===== src/rtl/axi_write_arbiter.sv =====
// Purpose: single-transaction arbiter and route controller for the AXI write-path crossbar mux.
// Latency: the grant is registered 1 cycle after AWVALID in IDLE; the path is released on the edge of the B handshake.
// Backpressure: ungranted masters are routed to the idle dummy slave, which never asserts ready or BVALID, so they stall.
//
// Ports:
//   ACLK, ARESETn         clock, asynchronous active-low reset
//   AWVALID_M, AWADDR_M   per-master AW request and address (decoded only at grant time)
//   WVALID_M, WLAST_M     per-master W beat qualifiers
//   BREADY_M              per-master B ready
//   AWREADY_S, WREADY_S   per-slave ready signals; entry NUM_S is the default (decode-error) slave
//   BVALID_S              per-slave B valid, default slave included
//   SWIdx                 master routed to each slave (NUM_M = none)
//   MWIdx                 slave routed to each master (NUM_S+1 = idle dummy slave)
//   busy, grant_m         transaction in flight, granted master (NUM_M when idle)
module axi_write_arbiter #(
   parameter int NUM_M     = 3,
   parameter int NUM_S     = 6,
   parameter int MIDX_BITS = 2,
   parameter int SIDX_BITS = 3
) (
   input  logic                                ACLK,
   input  logic                                ARESETn,
   input  logic [NUM_M-1:0]                    AWVALID_M,
   input  logic [NUM_M-1:0][31:0]              AWADDR_M,
   input  logic [NUM_M-1:0]                    WVALID_M,
   input  logic [NUM_M-1:0]                    WLAST_M,
   input  logic [NUM_M-1:0]                    BREADY_M,
   input  logic [NUM_S:0]                      AWREADY_S,
   input  logic [NUM_S:0]                      WREADY_S,
   input  logic [NUM_S:0]                      BVALID_S,
   output logic [NUM_S:0][MIDX_BITS-1:0]       SWIdx,
   output logic [NUM_M-1:0][SIDX_BITS-1:0]     MWIdx,
   output logic                                busy,
   output logic [MIDX_BITS-1:0]                grant_m
);

   localparam logic [MIDX_BITS-1:0] M_IDLE = MIDX_BITS'(NUM_M);
   localparam logic [MIDX_BITS-1:0] M_LAST = MIDX_BITS'(NUM_M - 1);
   localparam logic [SIDX_BITS-1:0] S_DEF  = SIDX_BITS'(NUM_S);
   localparam logic [SIDX_BITS-1:0] S_IDLE = SIDX_BITS'(NUM_S + 1);

   typedef enum logic [1:0] {
      ST_IDLE = 2'd0,
      ST_XFER = 2'd1,
      ST_RESP = 2'd2
   } state_t;

   // Registered state
   state_t                 r_state;
   logic [MIDX_BITS-1:0]   r_grant_m;
   logic [SIDX_BITS-1:0]   r_gnt_s;
   logic [MIDX_BITS-1:0]   r_rr_ptr;
   logic                   r_aw_done;
   logic                   r_w_done;

   // Next-state values
   state_t                 w_state_nxt;
   logic [MIDX_BITS-1:0]   w_grant_nxt;
   logic [SIDX_BITS-1:0]   w_gnt_s_nxt;
   logic [MIDX_BITS-1:0]   w_rr_nxt;
   logic                   w_aw_nxt;
   logic                   w_w_nxt;

   // Arbitration
   logic                   w_req_vld;
   logic [MIDX_BITS-1:0]   w_req_m;
   logic [31:0]            w_req_addr;
   logic [SIDX_BITS-1:0]   w_req_s;
   int                     w_idx;

   // Handshake qualifiers on the locked path
   logic                   w_m_awvalid;
   logic                   w_m_wvalid;
   logic                   w_m_wlast;
   logic                   w_m_bready;
   logic                   w_s_awready;
   logic                   w_s_wready;
   logic                   w_s_bvalid;
   logic                   w_aw_hs;
   logic                   w_w_hs;
   logic                   w_b_hs;

   // Address map, inclusive ranges; holes fall through to the default slave.
   function automatic logic [SIDX_BITS-1:0] f_decode(input logic [31:0] a);
      logic [SIDX_BITS-1:0] s;
      s = S_DEF;
      if (a <= 32'h0000_3FFF)
         s = SIDX_BITS'(0);
      else if (a >= 32'h0001_0000 && a <= 32'h0001_FFFF)
         s = SIDX_BITS'(1);
      else if (a >= 32'h0002_0000 && a <= 32'h0002_FFFF)
         s = SIDX_BITS'(2);
      else if (a >= 32'h1002_0000 && a <= 32'h1002_03FF)
         s = SIDX_BITS'(3);
      else if (a >= 32'h1001_0000 && a <= 32'h1001_03FF)
         s = SIDX_BITS'(4);
      else if (a >= 32'h2000_0000 && a <= 32'h201F_FFFF)
         s = SIDX_BITS'(5);
      return s;
   endfunction

   // Round-robin pick: first requester scanning from r_rr_ptr upward, wrapping at NUM_M.
   always_comb begin
      w_req_vld  = 1'b0;
      w_req_m    = M_IDLE;
      w_req_addr = '0;
      w_idx      = 0;
      for (int i = 0; i < NUM_M; i++) begin
         w_idx = (int'(r_rr_ptr) + i) % NUM_M;
         if (!w_req_vld && AWVALID_M[w_idx]) begin
            w_req_vld  = 1'b1;
            w_req_m    = MIDX_BITS'(w_idx);
            w_req_addr = AWADDR_M[w_idx];
         end
      end
   end

   assign w_req_s = f_decode(w_req_addr);

   // Select the granted master's and slave's handshake signals by compare rather than
   // direct indexing, so the idle index values never address past the vectors.
   always_comb begin
      w_m_awvalid = 1'b0;
      w_m_wvalid  = 1'b0;
      w_m_wlast   = 1'b0;
      w_m_bready  = 1'b0;
      for (int i = 0; i < NUM_M; i++) begin
         if (r_grant_m == MIDX_BITS'(i)) begin
            w_m_awvalid = AWVALID_M[i];
            w_m_wvalid  = WVALID_M[i];
            w_m_wlast   = WLAST_M[i];
            w_m_bready  = BREADY_M[i];
         end
      end
   end

   always_comb begin
      w_s_awready = 1'b0;
      w_s_wready  = 1'b0;
      w_s_bvalid  = 1'b0;
      for (int j = 0; j <= NUM_S; j++) begin
         if (r_gnt_s == SIDX_BITS'(j)) begin
            w_s_awready = AWREADY_S[j];
            w_s_wready  = WREADY_S[j];
            w_s_bvalid  = BVALID_S[j];
         end
      end
   end

   assign w_aw_hs = w_m_awvalid & w_s_awready;
   assign w_w_hs  = w_m_wvalid & w_s_wready & w_m_wlast;
   assign w_b_hs  = w_s_bvalid & w_m_bready;

   // State register
   always_ff @(posedge ACLK or negedge ARESETn) begin
      if (!ARESETn) begin
         r_state   <= ST_IDLE;
         r_grant_m <= M_IDLE;
         r_gnt_s   <= S_IDLE;
         r_rr_ptr  <= '0;
         r_aw_done <= 1'b0;
         r_w_done  <= 1'b0;
      end else begin
         r_state   <= w_state_nxt;
         r_grant_m <= w_grant_nxt;
         r_gnt_s   <= w_gnt_s_nxt;
         r_rr_ptr  <= w_rr_nxt;
         r_aw_done <= w_aw_nxt;
         r_w_done  <= w_w_nxt;
      end
   end

   // Next-state logic
   always_comb begin
      w_state_nxt = r_state;
      w_grant_nxt = r_grant_m;
      w_gnt_s_nxt = r_gnt_s;
      w_rr_nxt    = r_rr_ptr;
      w_aw_nxt    = r_aw_done;
      w_w_nxt     = r_w_done;
      case (r_state)
         ST_IDLE: begin
            if (w_req_vld) begin
               w_state_nxt = ST_XFER;
               w_grant_nxt = w_req_m;
               w_gnt_s_nxt = w_req_s;
            end
         end
         ST_XFER: begin
            // AW and the last W beat may land in either order or together.
            w_aw_nxt = r_aw_done | w_aw_hs;
            w_w_nxt  = r_w_done | w_w_hs;
            if (w_aw_nxt && w_w_nxt)
               w_state_nxt = ST_RESP;
         end
         ST_RESP: begin
            if (w_b_hs) begin
               w_state_nxt = ST_IDLE;
               w_grant_nxt = M_IDLE;
               w_gnt_s_nxt = S_IDLE;
               w_aw_nxt    = 1'b0;
               w_w_nxt     = 1'b0;
               // Pointer moves past the finished master only on completion.
               w_rr_nxt    = (r_grant_m == M_LAST) ? '0 : r_grant_m + MIDX_BITS'(1);
            end
         end
         default: begin
            w_state_nxt = ST_IDLE;
            w_grant_nxt = M_IDLE;
            w_gnt_s_nxt = S_IDLE;
            w_aw_nxt    = 1'b0;
            w_w_nxt     = 1'b0;
         end
      endcase
   end

   // Outputs depend on registered state only.
   assign busy    = (r_state != ST_IDLE);
   assign grant_m = r_grant_m;

   always_comb begin
      for (int j = 0; j <= NUM_S; j++)
         SWIdx[j] = (busy && r_gnt_s == SIDX_BITS'(j)) ? r_grant_m : M_IDLE;
      for (int i = 0; i < NUM_M; i++)
         MWIdx[i] = (busy && r_grant_m == MIDX_BITS'(i)) ? r_gnt_s : S_IDLE;
   end

endmodule


===== config.mk =====
export PLATFORM = sky130hd
export DESIGN_NAME = axi_write_arbiter
export DESIGN_NICKNAME = d
export VERILOG_FILES = /design/src/rtl/axi_write_arbiter.sv
export SDC_FILE = /design/constraint.sdc
export NUM_CORES = 1
export LEC_CHECK = 0
export BUFFER_PORTS_ARGS = -buffer_cell sky130_fd_sc_hd__buf_2
export CAP_MARGIN = 40
export CORE_ASPECT_RATIO = 1.2
export CORE_MARGIN = 5
export CORE_UTILIZATION = 46
export DETAILED_ROUTE_END_ITERATION = 8
export GPL_ROUTABILITY_DRIVEN = 0
export PLACE_DENSITY_LB_ADDON = 0.1
export SLEW_MARGIN = 10
export SYNTH_ARGS = -nofsm -noshare
export SYNTH_HDL_FRONTEND = slang
export SYNTH_SLANG_ARGS = --single-unit

===== constraint.sdc =====
create_clock -name ACLK -period 5.45 [get_ports ACLK]
set_input_delay 0.545 -clock ACLK [delete_from_list [all_inputs] [get_ports ACLK]]
set_output_delay 0.545 -clock ACLK [all_outputs]
set_load 0.03 [all_outputs]

==> impl_metrics.csv, run 1 <==
group,metric,value,unit
run_status,status,"finished clean",
clock_tree,post_cts_buffers,0,
critical_path,cp-endpoint,"r_gnt_s[0]$_DFFE_PN1P_",
yosys,synth_nets,464,
clock_tree,cts_root_buffer,"clkbuf_8",
clock_tree,post_cts_resized,0,
critical_path,end_kind,"register",
grt,gr-usage-met3,3.33,%
yosys,muxShareOfSynthArea,11.5,%
floorplan,fp.dieArea,6570,sq um
yosys,synth_compound_area_share,30.1,%
yosys,yosysWarnings,0,
floorplan,start_util,47.3,%
yosys,yosys.area_share.simple,37.2,%
critical_path,critPathBufInv,1,
critical_path,cp.depth,9,
detailed_routing,firstDrtPassIters,5,
final_layout,layout.nets,575,
grt,grt_pass1_vias,2777,
timing,finalSetupViolations,0,
grt,grt.busiest_layer,"met2",
yosys,syn_area_per_cell,7.05,sq um
clock_tree,htree_num_levels,1,
critical_path,critPathLaunchType,"register",
grt,grt_overflow,0,
floorplan,core_area,4900,sq um
floorplan,ioPinCount,157,
clock_tree,cts_buffer_depth,2,
timing,final_hold_viol_count,0,
critical_path,worstPathArrival,3.51,ns
flow_run,cap_viol_max_count,0,
yosys,ys.flop_type,"dfrtp_1",
critical_path,crit_path_max_fanout,31,
timing,hold_ws,0.176,ns
yosys,synthArstFlopShare,100,%
final_layout,utilization,60.6,%
timing,timing.setup.tns,0,ns
yosys,syn_area,2320,sq um
grt,grt_use_total,22.4,%
final_layout,syn2layout_area_growth,28.1,%
grt,grt_pass1_wl,11900,um
critical_path,rr_worst_depth,9,
yosys,ys_types,69,
critical_path,r2r-start,"r_rr_ptr[0]$_DFFE_PN0P_",
grt,grt_max_degree,42,
critical_path,reg2reg_slack,2.09,ns
floorplan,die_h,87.8,um
yosys,ys_seq_area_share,12.1,%
grt,grt_util_met1,26.1,%
critical_path,reg2reg_to,"r_gnt_s[0]$_DFFE_PN1P_",
critical_path,critPathLaunch,"r_rr_ptr[0]$_DFFE_PN0P_",
critical_path,crit_chain,"inv_1 -> ha_1 -> nand2_1 -> o22ai_1 -> nand2_1 -> o221ai_1 -> nor3b_1 -> a21oi_1 -> a31oi_1",
timing,worst_clock_skew,0.000385,ns
grt,grt_use_met2,40.3,%
clock_tree,cts.sinks,11,
clock_tree,clk-insertion-delay-late,0.23,ns
yosys,synth-edff-count,0,
critical_path,crit_top_cell,"nand2_1",
timing,slew_headroom,39.1,%
detailed_routing,drt_iter0_drc,210,
final_layout,final_cells,499,
yosys,synthXorXnorAreaFrac,0,%
detailed_routing,routed_wl,7640,um
grt,antenna_found_initial,0,
clock_tree,clk_pin_slew,0.05,ns
critical_path,required,5.61,ns
yosys,synthAdderAreaFrac,2.16,%
timing,min_period_over_period,61.6,%
power_and_ir_drop,ir_drop,0.000305,V
clock_tree,ctsHoldBuffers,0,
detailed_routing,drcViolationCount,0,
placed_design,dp.cells,495,
timing,fmax,298,MHz
detailed_routing,route.vias.total,2964,
clock_tree,cts_buffers,3,
final_layout,nFillCells,497,
placed_design,port_buffers,126,
critical_path,path_delay_family,"compound AO/OA/AOI/OAI gates",
yosys,synthCells,329,
timing,rsz0062_at_grt,"false",
timing,period_minus_slack,3.36,ns
critical_path,criticalPathCategory,"reg -> reg",
timing,drv_slew,0,
clock_tree,cts_tree,"built",
yosys,synth_top_family_by_area,"simple AND/OR/NAND/NOR gates",
final_layout,antennaDiodeCount,0,
yosys,synth-seq-cells,11,
detailed_routing,drt-wirelength-per-cell,15.3,um
placed_design,place_area,2930,sq um
min_path,hp-class,"in -> async",
critical_path,cpPeakStageDelay,0.90,ns
floorplan,row_count,28,
detailed_routing,ant_nets,0,
final_layout,layout-drive-gt1-share,35.8,%
critical_path,slowest_stage,"ha_1",
timing,tightest_slew,0.913,ns
power_and_ir_drop,power_density,573,nW/um^2
power_and_ir_drop,cellLeakagePower,1.25,nW
floorplan,dieWidth,74.8,um
detailed_routing,viasPerCell,5.94,
placed_design,dp_hpwl,6110,um
final_layout,fin_area,2970,sq um
[worst reg2reg max path: cells and delay by family (launching register included)]
family	cells	cell delay, ns
AOI/OAI and AO/OA	4	1.14
adders and majority gates	1	0.90
buffers and inverters	1	0.09
DFF	1	0.38
and+or+nand+nor	3	0.77
[cell type report]
class                           instances  area, sq um  share of cell area, %
Timing Repair Buffer                  128          653                   22.0
Clock buffer                            4         45.0                   1.52
Sequential cell                        11          282                   9.47
Tap cell                               60         75.1                   2.53
Inverter                               10         37.5                   1.26
Multi-Input combinational cell        286         1880                   63.2
[layout by cell type (no fill, tap or decap), drive strengths merged, types with 3 or more instances in the layout]
cell type,n
a2111oi,3
a211oi,7
a21oi,26
a31oi,4
and2,3
and3,3
buf,128
clkbuf,4
dfrtp,6
dfstp,5
ha,4
inv,10
mux2i,17
mux4,3
nand2,33
nand2b,5
nand3,15
nand3b,6
nor2,47
nor2b,10
nor3,18
nor3b,3
nor4,11
o21ai,21
o221ai,5
o22ai,3
o32ai,3
or3,3
or4,3
[Yosys cell counts (2+ instances only)]
cell | count | share of area, %
buf_4 | 2 | 0.65
o211a_1 | 2 | 0.86
and3_1 | 3 | 0.81
o2111ai_1 | 2 | 0.76
dfrtp_1 | 6 | 6.5
dfstp_2 | 5 | 5.7
inv_1 | 10 | 1.6
and3b_1 | 2 | 0.76
nand2_1 | 33 | 5.3
nor2b_1 | 10 | 2.7
clkbuf_1 | 13 | 2.1
mux4_2 | 3 | 2.9
o22ai_1 | 2 | 0.54
and2_1 | 3 | 0.81
or3_1 | 3 | 0.81
buf_2 | 4 | 0.86
a211oi_1 | 7 | 2.3
nand3_1 | 14 | 3.0
nor3b_1 | 3 | 0.97
nor4_1 | 9 | 2.4
a31oi_1 | 4 | 1.1
nand2b_1 | 5 | 1.3
or4_4 | 2 | 0.97
nand3b_1 | 6 | 1.9
mux2i_1 | 15 | 6.5
o32ai_1 | 3 | 1.1
o2bb2ai_1 | 2 | 0.76
buf_6 | 2 | 0.97
a21oi_1 | 25 | 5.4
ha_1 | 4 | 2.2
o221ai_1 | 4 | 1.5
mux2i_2 | 2 | 1.2
nor2_1 | 47 | 7.6
nor3_1 | 18 | 3.9
o21ai_0 | 20 | 4.3
[stage by stage]
step	setup WS (ns)	power, W
floorplan	2.88	0.00132
global placement	2.04	0.00158
detailed placement	2.13	0.00160
CTS	2.11	0.00169
global route	1.85	0.00183
finish	2.09	0.00170
[metal layers]
metal,part of all wire (%),vias up,wire length [um]
met1,39,1342,2960
li1,-,1460,-
met4,2.6,0,198
met5,0,-,0
met2,49,147,3720
met3,10,15,762
[cell families after synthesis]
logic type      after synthesis
simple gates                166
flops                        11
mux                          22
buf+inv                      32
compound gates               94
fa+ha+maj                     4
[sequential cells by signal (all words and copies together), names as in the netlist]
| register | cells |
|---|---|
| r_rr_ptr | 2 |
| r_state | 2 |
| grant_m | 2 |
| r_gnt_s | 3 |
| r_aw_done | 1 |
| r_w_done | 1 |
[worst min-delay path by stage]
stage / start / end / slack [ns]
global route: ARESETn / r_aw_done$_DFFE_PN0P_ / 0.18
finish: ARESETn / r_rr_ptr[0]$_DFFE_PN0P_ / 0.18
detailed placement: ARESETn / r_rr_ptr[0]$_DFFE_PN0P_ / 0.43
global placement: ARESETn / r_rr_ptr[0]$_DFFE_PN0P_ / 0.43
floorplan: ARESETn / r_aw_done$_DFFE_PN0P_ / 0.25
CTS: ARESETn / r_rr_ptr[0]$_DFFE_PN0P_ / 0.18
[report_power, final]
group / internal, W / total [W] / switching [W]
Sequential: 0.000129 / 0.000217 / 0.0000880
Clock: 0.0000512 / 0.0000799 / 0.0000287
Combinational: 0.000527 / 0.00140 / 0.000878
Total: 0.000707 / 0.00170 / 0.000995
Power figures use the tool's default switching activity.
==> run 2: changes to the inputs <==
--- a/config.mk
+++ b/config.mk
@@ -9,7 +9,7 @@
 export CAP_MARGIN = 40
 export CORE_ASPECT_RATIO = 1.2
 export CORE_MARGIN = 5
-export CORE_UTILIZATION = 46
+export CORE_UTILIZATION = 39
 export DETAILED_ROUTE_END_ITERATION = 8
 export GPL_ROUTABILITY_DRIVEN = 0
 export PLACE_DENSITY_LB_ADDON = 0.1
==> constraint.sdc (replaced) <==
create_clock -name ACLK -period 2.8 [get_ports ACLK]
set_input_delay 0.28 -clock ACLK [delete_from_list [all_inputs] [get_ports ACLK]]
set_output_delay 0.28 -clock ACLK [all_outputs]
set_load 0.03 [all_outputs]
==> run 2 against run 1 <==
Clock power up 96%. Cell area up 8.3%. Core utilization down 4.2 points. Routed wire length up 4.9%. Worst hold slack better by 0.27 ns. Global-route usage down 2.2 points. Worst setup slack worse by 1.9 ns. Via count down 0.37%. First-iteration DRC count down 36%. Combinational power up 130%. Critical endpoint is now r_gnt_s[2]$_DFFE_PN1P_.
==> impl_metrics.csv, run 2 (synthesized netlist as in run 1, its figures left out) <==
group,metric,value,unit
run_status,status,"finished clean",
timing,final_hold_viol_count,0,
timing,drv_slew,0,
floorplan,fp.dieArea,7600,sq um
detailed_routing,drt-wirelength-per-cell,14.9,um
clock_tree,cts_buffers,3,
critical_path,reg2reg_to,"r_gnt_s[2]$_DFFE_PN1P_",
critical_path,required,2.96,ns
placed_design,place_area,3090,sq um
floorplan,die_h,94.5,um
flow_run,cap_viol_max_count,0,
detailed_routing,viasPerCell,5.50,
final_layout,nFillCells,591,
min_path,hp-class,"in -> async",
timing,tightest_slew,0.508,ns
grt,grt_overflow,0,
floorplan,core_area,5710,sq um
timing,fmax,382,MHz
clock_tree,htree_num_levels,1,
detailed_routing,drcViolationCount,0,
grt,antenna_found_initial,0,
detailed_routing,ant_nets,0,
final_layout,mostFrequentLayoutCell,"buf_2",
grt,grt_pass1_wl,12700,um
critical_path,rr_worst_depth,9,
grt,grt_max_degree,28,
clock_tree,clk_pin_slew,0.05,ns
timing,fin_ws,0.180,ns
power_and_ir_drop,p_sw,0.00208,W
floorplan,dieWidth,80.4,um
power_and_ir_drop,clkPwrFrac,4.1,%
floorplan,ioPinCount,157,
grt,grt_use_total,20.2,%
power_and_ir_drop,switching_share,54.7,%
critical_path,crit_path_max_fanout,6,
power_and_ir_drop,p_comb_share,85.6,%
critical_path,critPathLaunchType,"register",
detailed_routing,routed_wl,8020,um
clock_tree,cts_buffer_depth,2,
critical_path,worstPathArrival,2.78,ns
power_and_ir_drop,internal_power,0.00172,W
timing,period_minus_slack,2.62,ns
detailed_routing,route.vias.total,2953,
critical_path,reg2reg_slack,0.18,ns
detailed_routing,drt_iter0_drc,135,
final_layout,antennaDiodeCount,0,
final_layout,syn2layout_area_growth,38.8,%
timing,min_period_over_period,93.6,%
power_and_ir_drop,cellLeakagePower,1.35,nW
final_layout,largest-register,"r_gnt_s",
critical_path,r2r-start,"r_rr_ptr[1]$_DFFE_PN0P_",
timing,worst_clock_skew,0.00581,ns
final_layout,fin_area,3220,sq um
power_and_ir_drop,seqPwrFrac,10.3,%
critical_path,criticalPathCategory,"reg -> reg",
clock_tree,cts_tree,"built",
final_layout,seqCellArea,282,sq um
placed_design,place_worst_setup_slack,0.0584,ns
placed_design,port_buffers,126,
final_layout,final_cell_mix,"buf_2 (126), nor2_1 (47), nand2_1 (33), a21oi_1 (25), o21ai_0 (19)",
timing,slew_headroom,66.0,%
critical_path,end_kind,"register",
final_layout,layout.nets,593,
placed_design,dp_hpwl,6560,um
clock_tree,cts.sinks,11,
final_layout,multi_input_area,1950,sq um
power_and_ir_drop,ir_drop,0.000522,V
clock_tree,cts_root_buffer,"clkbuf_8",
floorplan,row_count,30,
final_layout,layout-drive-gt1-share,40.0,%
grt,grt_pass1_vias,2811,
final_layout,largest_register_ffs,3,
detailed_routing,firstDrtPassIters,4,
timing,finalSetupViolations,0,
floorplan,start_util,40.7,%
clock_tree,clk-insertion-delay-late,0.23,ns
power_and_ir_drop,power_density,1180,nW/um^2
[run 2: area by class of cell]
cell class              count  share of cell area, %
repair buffers            146                   25.1
well taps                  80                   3.11
clock buffers               4                   1.40
flip-flops and latches     11                   8.74
multi-input cells         286                   60.5
inverters                  10                   1.17
[run 2: power by group through the flow]
stage / Clock (W) / Sequential, W / Combinational (W)
after floorplan: 0 / 0.000309 / 0.00227
after global placement: 0 / 0.000386 / 0.00303
after detailed placement: 0 / 0.000388 / 0.00305
after CTS: 0.000160 / 0.000388 / 0.00306
after global routing: 0.000167 / 0.000410 / 0.00353
final: 0.000157 / 0.000390 / 0.00325
[run 2: how the worst max path moves through the flow]
stage | slack [ns] | startpoint | endpoint | cells after the start
after global placement | 0.08 | r_rr_ptr[1]$_DFFE_PN0P_ | r_gnt_s[2]$_DFFE_PN1P_ | 9
after CTS | 0.02 | r_rr_ptr[0]$_DFFE_PN0P_ | r_gnt_s[0]$_DFFE_PN1P_ | 10
final | 0.18 | r_rr_ptr[1]$_DFFE_PN0P_ | r_gnt_s[2]$_DFFE_PN1P_ | 9
after detailed placement | 0.06 | r_rr_ptr[0]$_DFFE_PN0P_ | r_gnt_s[0]$_DFFE_PN1P_ | 10
after floorplan | 0.23 | r_rr_ptr[0]$_DFFE_PN0P_ | r_gnt_s[2]$_DFFE_PN1P_ | 10
after global routing | -0.0005 | r_rr_ptr[1]$_DFFE_PN0P_ | r_gnt_s[0]$_DFFE_PN1P_ | 10
[run 2: critical path, stage by stage (launching register included)]
cell and delay (ns):
dfrtp_1 0.42, inv_1 0.15, ha_1 0.22, nand3b_1 0.27, o21a_2 0.27, nand3_4 0.08
a2111o_1 0.39, a2111oi_4 0.39, a21oi_1 0.12, o211a_1 0.23
[run 2: timing repair]
item | 4_1_cts | 5_1_grt
hold buffers | 1 | 0
buffers inserted | 0 | 1
endpoints found under the setup margin | 0 | 3
endpoints found under the hold margin | 6 | 0
resized for setup | 0 | 13
[run 2: layer usage]
layer  up-vias  part of all wire (%)  track usage (%)
li1       1492                     -                -
met1      1340                    40             24.2
met2       111                    51             36.3
met3        10                   7.5             3.34
met4         0                   1.6             6.34
met5         -                     0                0
[run 2: metrics by stage]
stage / hold WS, ns / TNS, ns / total power [W] / utilization, % / instances
3_3_place_gp: 0.162 / 0 / 0.00342 / 54.1 / 531
2_1_floorplan: -0.0156 / 0 / 0.00258 / - / 329
3_5_place_dp: 0.165 / 0 / 0.00343 / 54.1 / 531
5_1_grt: 0.482 / -0.000490 / 0.00411 / 56.4 / 537
6_report: 0.442 / 0 / 0.00380 / 56.4 / 537
4_1_cts: 0.453 / 0 / 0.00361 / 55.1 / 536
